[config.mk]
export PLATFORM = sky130hd
export DESIGN_NAME = imem_port_arbiter_flat
export DESIGN_NICKNAME = d
export VERILOG_FILES = /design/src/rtl/imem_port_arbiter_if.sv /design/src/rtl/imem_port_arbiter.sv /design/src/flat_wrapper.sv
export SDC_FILE = /design/constraint.sdc
export NUM_CORES = 1
export LEC_CHECK = 0
export BUFFER_PORTS_ARGS = -buffer_cell sky130_fd_sc_hd__buf_2
export CORE_AREA = 3 3 170 172
export CTS_CLUSTER_DIAMETER = 150
export DETAILED_ROUTE_END_ITERATION = 6
export DIE_AREA = 0 0 173 175
export GPL_ROUTABILITY_DRIVEN = 0
export PLACE_DENSITY = 0.32
export SLEW_MARGIN = 10
export SYNTH_ARGS = -nofsm -noshare
export SYNTH_HDL_FRONTEND = slang
export SYNTH_SLANG_ARGS = --single-unit
[constraint.sdc]
create_clock -name clk -period 3.6 [get_ports clk]
set_input_delay 0.54 -clock clk [delete_from_list [all_inputs] [get_ports clk]]
set_output_delay 0.54 -clock clk [all_outputs]
set_load 0.05 [all_outputs]
[src/rtl/imem_port_arbiter_if.sv]
// Fetcher, LSU and memory-port signals of the shared instruction/data port.
// slave: the arbiter; master: requesters plus the memory macro's read data.
interface imem_port_arbiter_if;
    logic        if_req;
    logic [31:0] if_addr;
    logic        if_stall;
    logic [63:0] if_rdata;
    logic        if_rvalid;

    logic        ls_req;
    logic        ls_we;
    logic [31:0] ls_addr;
    logic [63:0] ls_wdata;
    logic [7:0]  ls_wmask;
    logic        ls_stall;
    logic [63:0] ls_rdata;
    logic        ls_rvalid;

    logic        mem_en;
    logic        mem_we;
    logic [31:0] mem_addr;
    logic [63:0] mem_wdata;
    logic [7:0]  mem_wmask;
    logic [63:0] mem_rdata;

    modport slave (
        input  if_req, if_addr, ls_req, ls_we, ls_addr, ls_wdata, ls_wmask, mem_rdata,
        output if_stall, if_rdata, if_rvalid, ls_stall, ls_rdata, ls_rvalid,
               mem_en, mem_we, mem_addr, mem_wdata, mem_wmask
    );

    modport master (
        output if_req, if_addr, ls_req, ls_we, ls_addr, ls_wdata, ls_wmask, mem_rdata,
        input  if_stall, if_rdata, if_rvalid, ls_stall, ls_rdata, ls_rvalid,
               mem_en, mem_we, mem_addr, mem_wdata, mem_wmask
    );
endinterface

[src/rtl/imem_port_arbiter.sv]
// Arbitrates the single 64-bit memory port between fetcher and LSU (LSU priority).
// Define IMEM_ARB_STARVE_GUARD_EN to force a fetch win after MAX_WAIT lost cycles.
module imem_port_arbiter #(
    parameter int unsigned MAX_WAIT = 4
) (
    input logic                  clk,
    input logic                  reset,
    imem_port_arbiter_if.slave   bus
);

    typedef enum logic [1:0] {
        OWN_NONE,
        OWN_IF,
        OWN_LS_RD
    } owner_t;

    localparam logic [31:0] LINE_MASK = 32'hFFFF_FFF8;

    owner_t owner_q, owner_d;
    logic   grant_if, grant_ls;
    logic   force_if;

`ifdef IMEM_ARB_STARVE_GUARD_EN
    logic [3:0] wait_q;

    assign force_if = (wait_q == 4'(MAX_WAIT));

    // Counts consecutive cycles the fetcher lost to the LSU; saturates at all-ones.
    always_ff @(posedge clk) begin
        if (reset || grant_if || !bus.if_req) begin
            wait_q <= '0;
        end else if (grant_ls && wait_q != '1) begin
            wait_q <= wait_q + 4'd1;
        end
    end
`else
    assign force_if = 1'b0;
`endif

    always_ff @(posedge clk) begin
        if (reset) begin
            owner_q <= OWN_NONE;
        end else begin
            owner_q <= owner_d;
        end
    end

    always_comb begin
        grant_if = 1'b0;
        grant_ls = 1'b0;
        owner_d  = OWN_NONE;
        if (!reset) begin
            if (bus.ls_req && !(bus.if_req && force_if)) begin
                grant_ls = 1'b1;
            end else if (bus.if_req) begin
                grant_if = 1'b1;
            end
        end
        if (grant_if) begin
            owner_d = OWN_IF;
        end else if (grant_ls && !bus.ls_we) begin
            owner_d = OWN_LS_RD;
        end
    end

    always_comb begin
        bus.mem_en    = grant_if | grant_ls;
        bus.mem_we    = grant_ls & bus.ls_we;
        bus.mem_addr  = '0;
        bus.mem_wdata = '0;
        bus.mem_wmask = '0;
        if (grant_ls) begin
            bus.mem_addr = bus.ls_addr & LINE_MASK;
            if (bus.ls_we) begin
                bus.mem_wdata = bus.ls_wdata;
                bus.mem_wmask = bus.ls_wmask;
            end
        end else if (grant_if) begin
            bus.mem_addr = bus.if_addr & LINE_MASK;
        end

        // Stalls and responses are forced low during reset, including a pending read.
        bus.if_stall  = !reset && bus.if_req && !grant_if;
        bus.ls_stall  = !reset && bus.ls_req && !grant_ls;
        bus.if_rvalid = !reset && (owner_q == OWN_IF);
        bus.ls_rvalid = !reset && (owner_q == OWN_LS_RD);
        bus.if_rdata  = bus.if_rvalid ? bus.mem_rdata : '0;
        bus.ls_rdata  = bus.ls_rvalid ? bus.mem_rdata : '0;
    end

endmodule

[src/flat_wrapper.sv]
// flat-port wrapper written by rule: the top's interface ports become plain ports
module imem_port_arbiter_flat 
#(
    parameter int unsigned MAX_WAIT = 4
)
  (clk, reset, bus_if_req, bus_if_addr, bus_ls_req, bus_ls_we, bus_ls_addr, bus_ls_wdata, bus_ls_wmask, bus_mem_rdata, bus_if_stall, bus_if_rdata, bus_if_rvalid, bus_ls_stall, bus_ls_rdata, bus_ls_rvalid, bus_mem_en, bus_mem_we, bus_mem_addr, bus_mem_wdata, bus_mem_wmask);
  imem_port_arbiter_if bus_i ();
  input logic clk;
  input logic reset;
  input wire logic [$bits(bus_i.if_req)-1:0] bus_if_req;
  input wire logic [$bits(bus_i.if_addr)-1:0] bus_if_addr;
  input wire logic [$bits(bus_i.ls_req)-1:0] bus_ls_req;
  input wire logic [$bits(bus_i.ls_we)-1:0] bus_ls_we;
  input wire logic [$bits(bus_i.ls_addr)-1:0] bus_ls_addr;
  input wire logic [$bits(bus_i.ls_wdata)-1:0] bus_ls_wdata;
  input wire logic [$bits(bus_i.ls_wmask)-1:0] bus_ls_wmask;
  input wire logic [$bits(bus_i.mem_rdata)-1:0] bus_mem_rdata;
  output wire logic [$bits(bus_i.if_stall)-1:0] bus_if_stall;
  output wire logic [$bits(bus_i.if_rdata)-1:0] bus_if_rdata;
  output wire logic [$bits(bus_i.if_rvalid)-1:0] bus_if_rvalid;
  output wire logic [$bits(bus_i.ls_stall)-1:0] bus_ls_stall;
  output wire logic [$bits(bus_i.ls_rdata)-1:0] bus_ls_rdata;
  output wire logic [$bits(bus_i.ls_rvalid)-1:0] bus_ls_rvalid;
  output wire logic [$bits(bus_i.mem_en)-1:0] bus_mem_en;
  output wire logic [$bits(bus_i.mem_we)-1:0] bus_mem_we;
  output wire logic [$bits(bus_i.mem_addr)-1:0] bus_mem_addr;
  output wire logic [$bits(bus_i.mem_wdata)-1:0] bus_mem_wdata;
  output wire logic [$bits(bus_i.mem_wmask)-1:0] bus_mem_wmask;
  assign bus_i.if_req = bus_if_req;
  assign bus_i.if_addr = bus_if_addr;
  assign bus_i.ls_req = bus_ls_req;
  assign bus_i.ls_we = bus_ls_we;
  assign bus_i.ls_addr = bus_ls_addr;
  assign bus_i.ls_wdata = bus_ls_wdata;
  assign bus_i.ls_wmask = bus_ls_wmask;
  assign bus_i.mem_rdata = bus_mem_rdata;
  assign bus_if_stall = bus_i.if_stall;
  assign bus_if_rdata = bus_i.if_rdata;
  assign bus_if_rvalid = bus_i.if_rvalid;
  assign bus_ls_stall = bus_i.ls_stall;
  assign bus_ls_rdata = bus_i.ls_rdata;
  assign bus_ls_rvalid = bus_i.ls_rvalid;
  assign bus_mem_en = bus_i.mem_en;
  assign bus_mem_we = bus_i.mem_we;
  assign bus_mem_addr = bus_i.mem_addr;
  assign bus_mem_wdata = bus_i.mem_wdata;
  assign bus_mem_wmask = bus_i.mem_wmask;
  imem_port_arbiter #(.MAX_WAIT(MAX_WAIT)) u_core (.clk(clk), .reset(reset), .bus(bus_i));
endmodule
==> results of run 1 <==
Yosys cell counts (all sizes together):
master,n
a32o,29
and2,200
and3b,1
buf,15
clkbuf,19
conb,1
dfxtp,2
nor2,3
nor2b,2
nor3b,2
nor4bb,2
logic make-up after synthesis:
group                  count (synthesis)  synth area share (%)
AO/OA/AOI/OAI                         29                  15.6
buffers and inverters                 34                  10.0
flip-flops                             2                  2.15
other                                  1                 0.201
AND/OR/NAND/NOR                      210                  72.0
power groups by stage:
stage | Sequential [mW] | Combinational [mW] | Clock, mW
4_1_cts | 0.0247 | 0.521 | 0.169
3_5_place_dp | 0.0249 | 0.520 | 0
3_3_place_gp | 0.0249 | 0.522 | 0
6_report | 0.0247 | 0.515 | 0.165
2_1_floorplan | 0.0246 | 0.333 | 0
5_1_grt | 0.0248 | 0.548 | 0.172
final cells by class:
| class | count | area share [%] |
|---|---|---|
| clock buffer | 3 | 1.68 |
| multi-input combinational | 243 | 37.0 |
| sequential | 2 | 0.895 |
| tap | 378 | 10.6 |
| timing repair buffer | 438 | 49.9 |
metrics by stage:
step	hold WS [ns]	std cells	util, %
6_report	0.533	1064	16.2
5_1_grt	0.551	1064	16.2
4_1_cts	0.545	1064	16.2
2_1_floorplan	0.612	279	-
3_3_place_gp	0.766	1061	15.9
3_5_place_dp	0.771	1061	15.9
how the worst max path moves through the flow:
stage,cells after the start,slack (ns),to,start
after global placement,5,0.94,bus_mem_addr[28],reset
after global routing,5,0.83,bus_mem_addr[28],reset
after detailed placement,5,0.95,bus_mem_addr[28],reset
after CTS,5,0.95,bus_mem_addr[28],reset
final,5,1.0,bus_mem_addr[28],reset
after floorplan,2,0.82,bus_if_rdata[63],reset
per-layer routing:
layer / vias up / track usage, % / share of wire, %
met1: 1482 / 8.52 / 37
met3: 2 / 1.93 / 9.0
met4: 0 / 0.811 / 0.38
met5: - / 0 / 0
li1: 1711 / - / -
met2: 219 / 14.8 / 53
==> results.cfg, run 1 <==
[detailed_routing]
via_count = 3414
ant_nets = 0
drt_wl_total_um = 12900
drc = 0
drtIter0Drc = 84
firstDrtPassIters = 4
detail_route.vias_per_cell = 3.21
routedWlPerCell_um = 12.1

[sta]
maxSlewHeadroom_pct = 56.4
tightest_slew_ns = 0.652
rsz0062_at_grt = false
setup_slack_ns = 0.996
finalSetupViolCount = 0
maxClockFrequency_mhz = 384
hold_violations = 0
finalMaxSlewViolations = 0
min_period_ns = 2.60
min_period_over_period_pct = 72.3
setup_tns_ns = 0

[place]
place_area_um2 = 4400
dp_slack_ns = 0.951
io_buffers = 432
hpwlAfterDp_um = 11300

[final_layout]
multi_input_area_um2 = 1650
fill_cells = 3220
insertedDiodeCount = 0
layout.nets = 893
top_regs = u_core.owner_q (2)
area_growth_pct = 140
seq_area_um2 = 40.0
final_common_cell = buf_2
largest_reg_flops = 2
mostFrequentLayoutCells = 432 x buf_2, 200 x and2_1, 29 x a32o_1, 4 x conb_1, 4 x buf_4
drive_above_1_share_pct = 65.0
fin_area_um2 = 4470
top_register = u_core.owner_q

[floorplan]
die_y_um = 175
start_util_pct = 6.74
ios = 443
dieArea_um2 = 30300
core_um2 = 27600
die_w_um = 173
fp-row-count = 61

[synthesis]
netlist_instances = 276
synth_top_area_share_pct = 67.2
ys_seq_area_share_pct = 2.15
ys_ff_latch = 2
synth_top_area_cell = and2_1
synth_area_leaders = and2_1 67%, a32o_1 16%, clkbuf_2 4.3%
netlist_area_um2 = 1860
ys_types = 13
yosys_warnings = 0
avgSynthCellArea_um2 = 6.75

[worst_setup_path]
critPathTopFamily = buffers and inverters
cp.arrival_ns = 2.06
critPathCaptureType = output pin
cp_slowest_cell = nor2_2
crit_type = primary input to output pin
crit_fanout = 18
crit_path_cell_trace = buf_2, nor2_2, buf_4, a32o_1, buf_2
critPathRequiredTime_ns = 3.06
worstSetupStartpointType = primary input
cp_num_buf_inv = 3
crit_top_cell = buf_2
slowest_delay_ns = 0.49

[clock_network]
path_clk_slew_ns = 0.03
cts_buffer_depth = 2
tritoncts = done
cts_buffers = 3
cts_setup_buffers = 0
cts-root-buf = clkbuf_16
cts-resized-gates = 0
cts_sinks = 2
htree_levels = 1
ctsHoldBuffers = 0

[hold_path]
hold_path_end = u_core.owner_q[1]$_SDFF_PP0_
min_from = bus_ls_we
min_path_type = primary input to register
min_path_cells = 2

[pwr]
pwr-share-comb_pct = 73.1
p_int_mw = 0.327
fin_total_pwr_mw = 0.705
ir_drop_mv = 0.141
p_switching_mw = 0.378
power.density_nw_per_um2 = 158
p_clk_share_pct = 23.4
power_frac_seq_pct = 3.5
swShare_pct = 53.6
p_leak_nw = 2.83

[grt]
grt_max_degree = 65
grt-ovfl-total = 0
grt_antenna_before_repair = 0
grt_pass1_vias = 3202
grt_usage_pct = 7.60
grt_pass1_wl_um = 18500

[status]
outcome = complete, no violations

[flow_run]
drv_cap = 0
Power figures use the tool's default switching activity.
==> inputs of run 2 (changes only) <==
--- a/config.mk
+++ b/config.mk
@@ -11,7 +11,7 @@
 export DETAILED_ROUTE_END_ITERATION = 6
 export DIE_AREA = 0 0 173 175
 export GPL_ROUTABILITY_DRIVEN = 0
-export PLACE_DENSITY = 0.32
+export PLACE_DENSITY = 0.33
 export SLEW_MARGIN = 10
 export SYNTH_ARGS = -nofsm -noshare
 export SYNTH_HDL_FRONTEND = slang
==> constraint.sdc (replaced) <==
create_clock -name clk -period 2.3 [get_ports clk]
set_input_delay 0.345 -clock clk [delete_from_list [all_inputs] [get_ports clk]]
set_output_delay 0.345 -clock clk [all_outputs]
set_load 0.05 [all_outputs]
==> results.cfg, run 2 (synthesis gave the netlist of run 1 again) <==
[worst_setup_path]
critPathRequiredTime_ns = 1.96
crit_fanout = 64
critPathTopFamily = buffers and inverters
slowest_delay_ns = 0.43
setup.worst_path.start = u_core.owner_q[1]$_SDFF_PP0_
cp_num_buf_inv = 2
worstSetupStartpointType = register
critPathCaptureType = output pin
cp.arrival_ns = 1.67
cp_slowest_cell = dfxtp_1
crit_path_cell_trace = nor3b_4, buf_12, and2_1, buf_2
crit_type = register to output pin

[floorplan]
die_y_um = 175
fp-row-count = 61
dieArea_um2 = 30300
ios = 443
die_w_um = 173
core_um2 = 27600
start_util_pct = 6.74

[grt]
grt_max_degree = 74
grt-ovfl-total = 0
grt_antenna_before_repair = 2
grt_pass1_vias = 3176
grt_pass1_wl_um = 18800
grt_usage_pct = 7.75

[clock_network]
cts-root-buf = clkbuf_16
htree_levels = 1
cts_sinks = 2
ctsHoldBuffers = 0
cts_setup_buffers = 0
cts_buffers = 3
path_clk_slew_ns = 0.03
cts-resized-gates = 0
cts_buffer_depth = 2
tritoncts = done

[place]
dp_slack_ns = 0.391
hpwlAfterDp_um = 11700
place_area_um2 = 4440
io_buffers = 432
dpl.cell_count = 1063

[final_layout]
layout.nets = 895
drive_above_1_share_pct = 65.1
top_regs = u_core.owner_q (2)
area_growth_pct = 143
largest_reg_flops = 2
utilization_pct = 16.3
top_register = u_core.owner_q
final_common_cell = buf_2
fin_area_um2 = 4520
final_cells = 1067
mostFrequentLayoutCells = 432 x buf_2, 200 x and2_1, 29 x a32o_1

[pwr]
fin_total_pwr_mw = 1.11
ir_drop_mv = 0.226
power.density_nw_per_um2 = 247
p_leak_nw = 2.85

[detailed_routing]
firstDrtPassIters = 4
drt_wl_total_um = 13200
via_count = 3425
ant_nets = 0
drtIter0Drc = 53
routedWlPerCell_um = 12.3
detail_route.vias_per_cell = 3.21
drc = 0

[sta]
hold_ws_ns = 0.330
maxClockFrequency_mhz = 495
rsz0062_at_grt = false
hold_violations = 0
min_period_ns = 2.02
finalSetupViolCount = 0
setup_slack_ns = 0.280
setup_tns_ns = 0
finalMaxSlewViolations = 0
min_period_over_period_pct = 87.8

[hold_path]
min_path_type = primary input to register
min_from = bus_ls_we
min_path_cells = 2
hold_path_end = u_core.owner_q[1]$_SDFF_PP0_

[flow_run]
drv_cap = 0

[status]
outcome = complete, no violations
## run 2: changes by cell type in the layout (fill, tap and decap cells not counted), sizes merged
cell / delta
buf: +2
diode: +1
## run 2: worst max-delay path by stage
stage	slack, ns	depth (start not counted)	endpoint
final	0.28	4	bus_ls_rdata[46]
after global routing	0.20	4	bus_ls_rdata[46]
after CTS	0.28	4	bus_ls_rdata[46]
after detailed placement	0.39	5	bus_mem_wdata[52]
after global placement	0.37	5	bus_mem_wdata[7]
after floorplan	-0.09	2	bus_if_rdata[63]
## run 2: cell type report
| class | instances | area (um^2) |
|---|---|---|
| tap | 378 | 473 |
| clock buffer | 3 | 75.1 |
| timing repair buffer | 440 | 2270 |
| multi-input combinational | 243 | 1650 |
| fill | 3258 | 23100 |
| antenna | 1 | 2.50 |
| sequential | 2 | 40.0 |
## run 2: per-layer routing
layer  vias to the layer above  share of wire (%)  global-route usage (%)
met1                      1471                 35                    7.90
met3                         6                 10                    2.33
met4                         2               0.48                   0.912
li1                       1713                  -                       -
met5                         -              0.053                       0
met2                       233                 55                    15.8
## run 2: power breakdown
| part | total [mW] | switching, mW | internal [mW] |
|---|---|---|---|
| Combinational | 0.816 | 0.556 | 0.260 |
| Sequential | 0.0390 | 0.00256 | 0.0364 |
| Clock | 0.259 | 0.0376 | 0.221 |
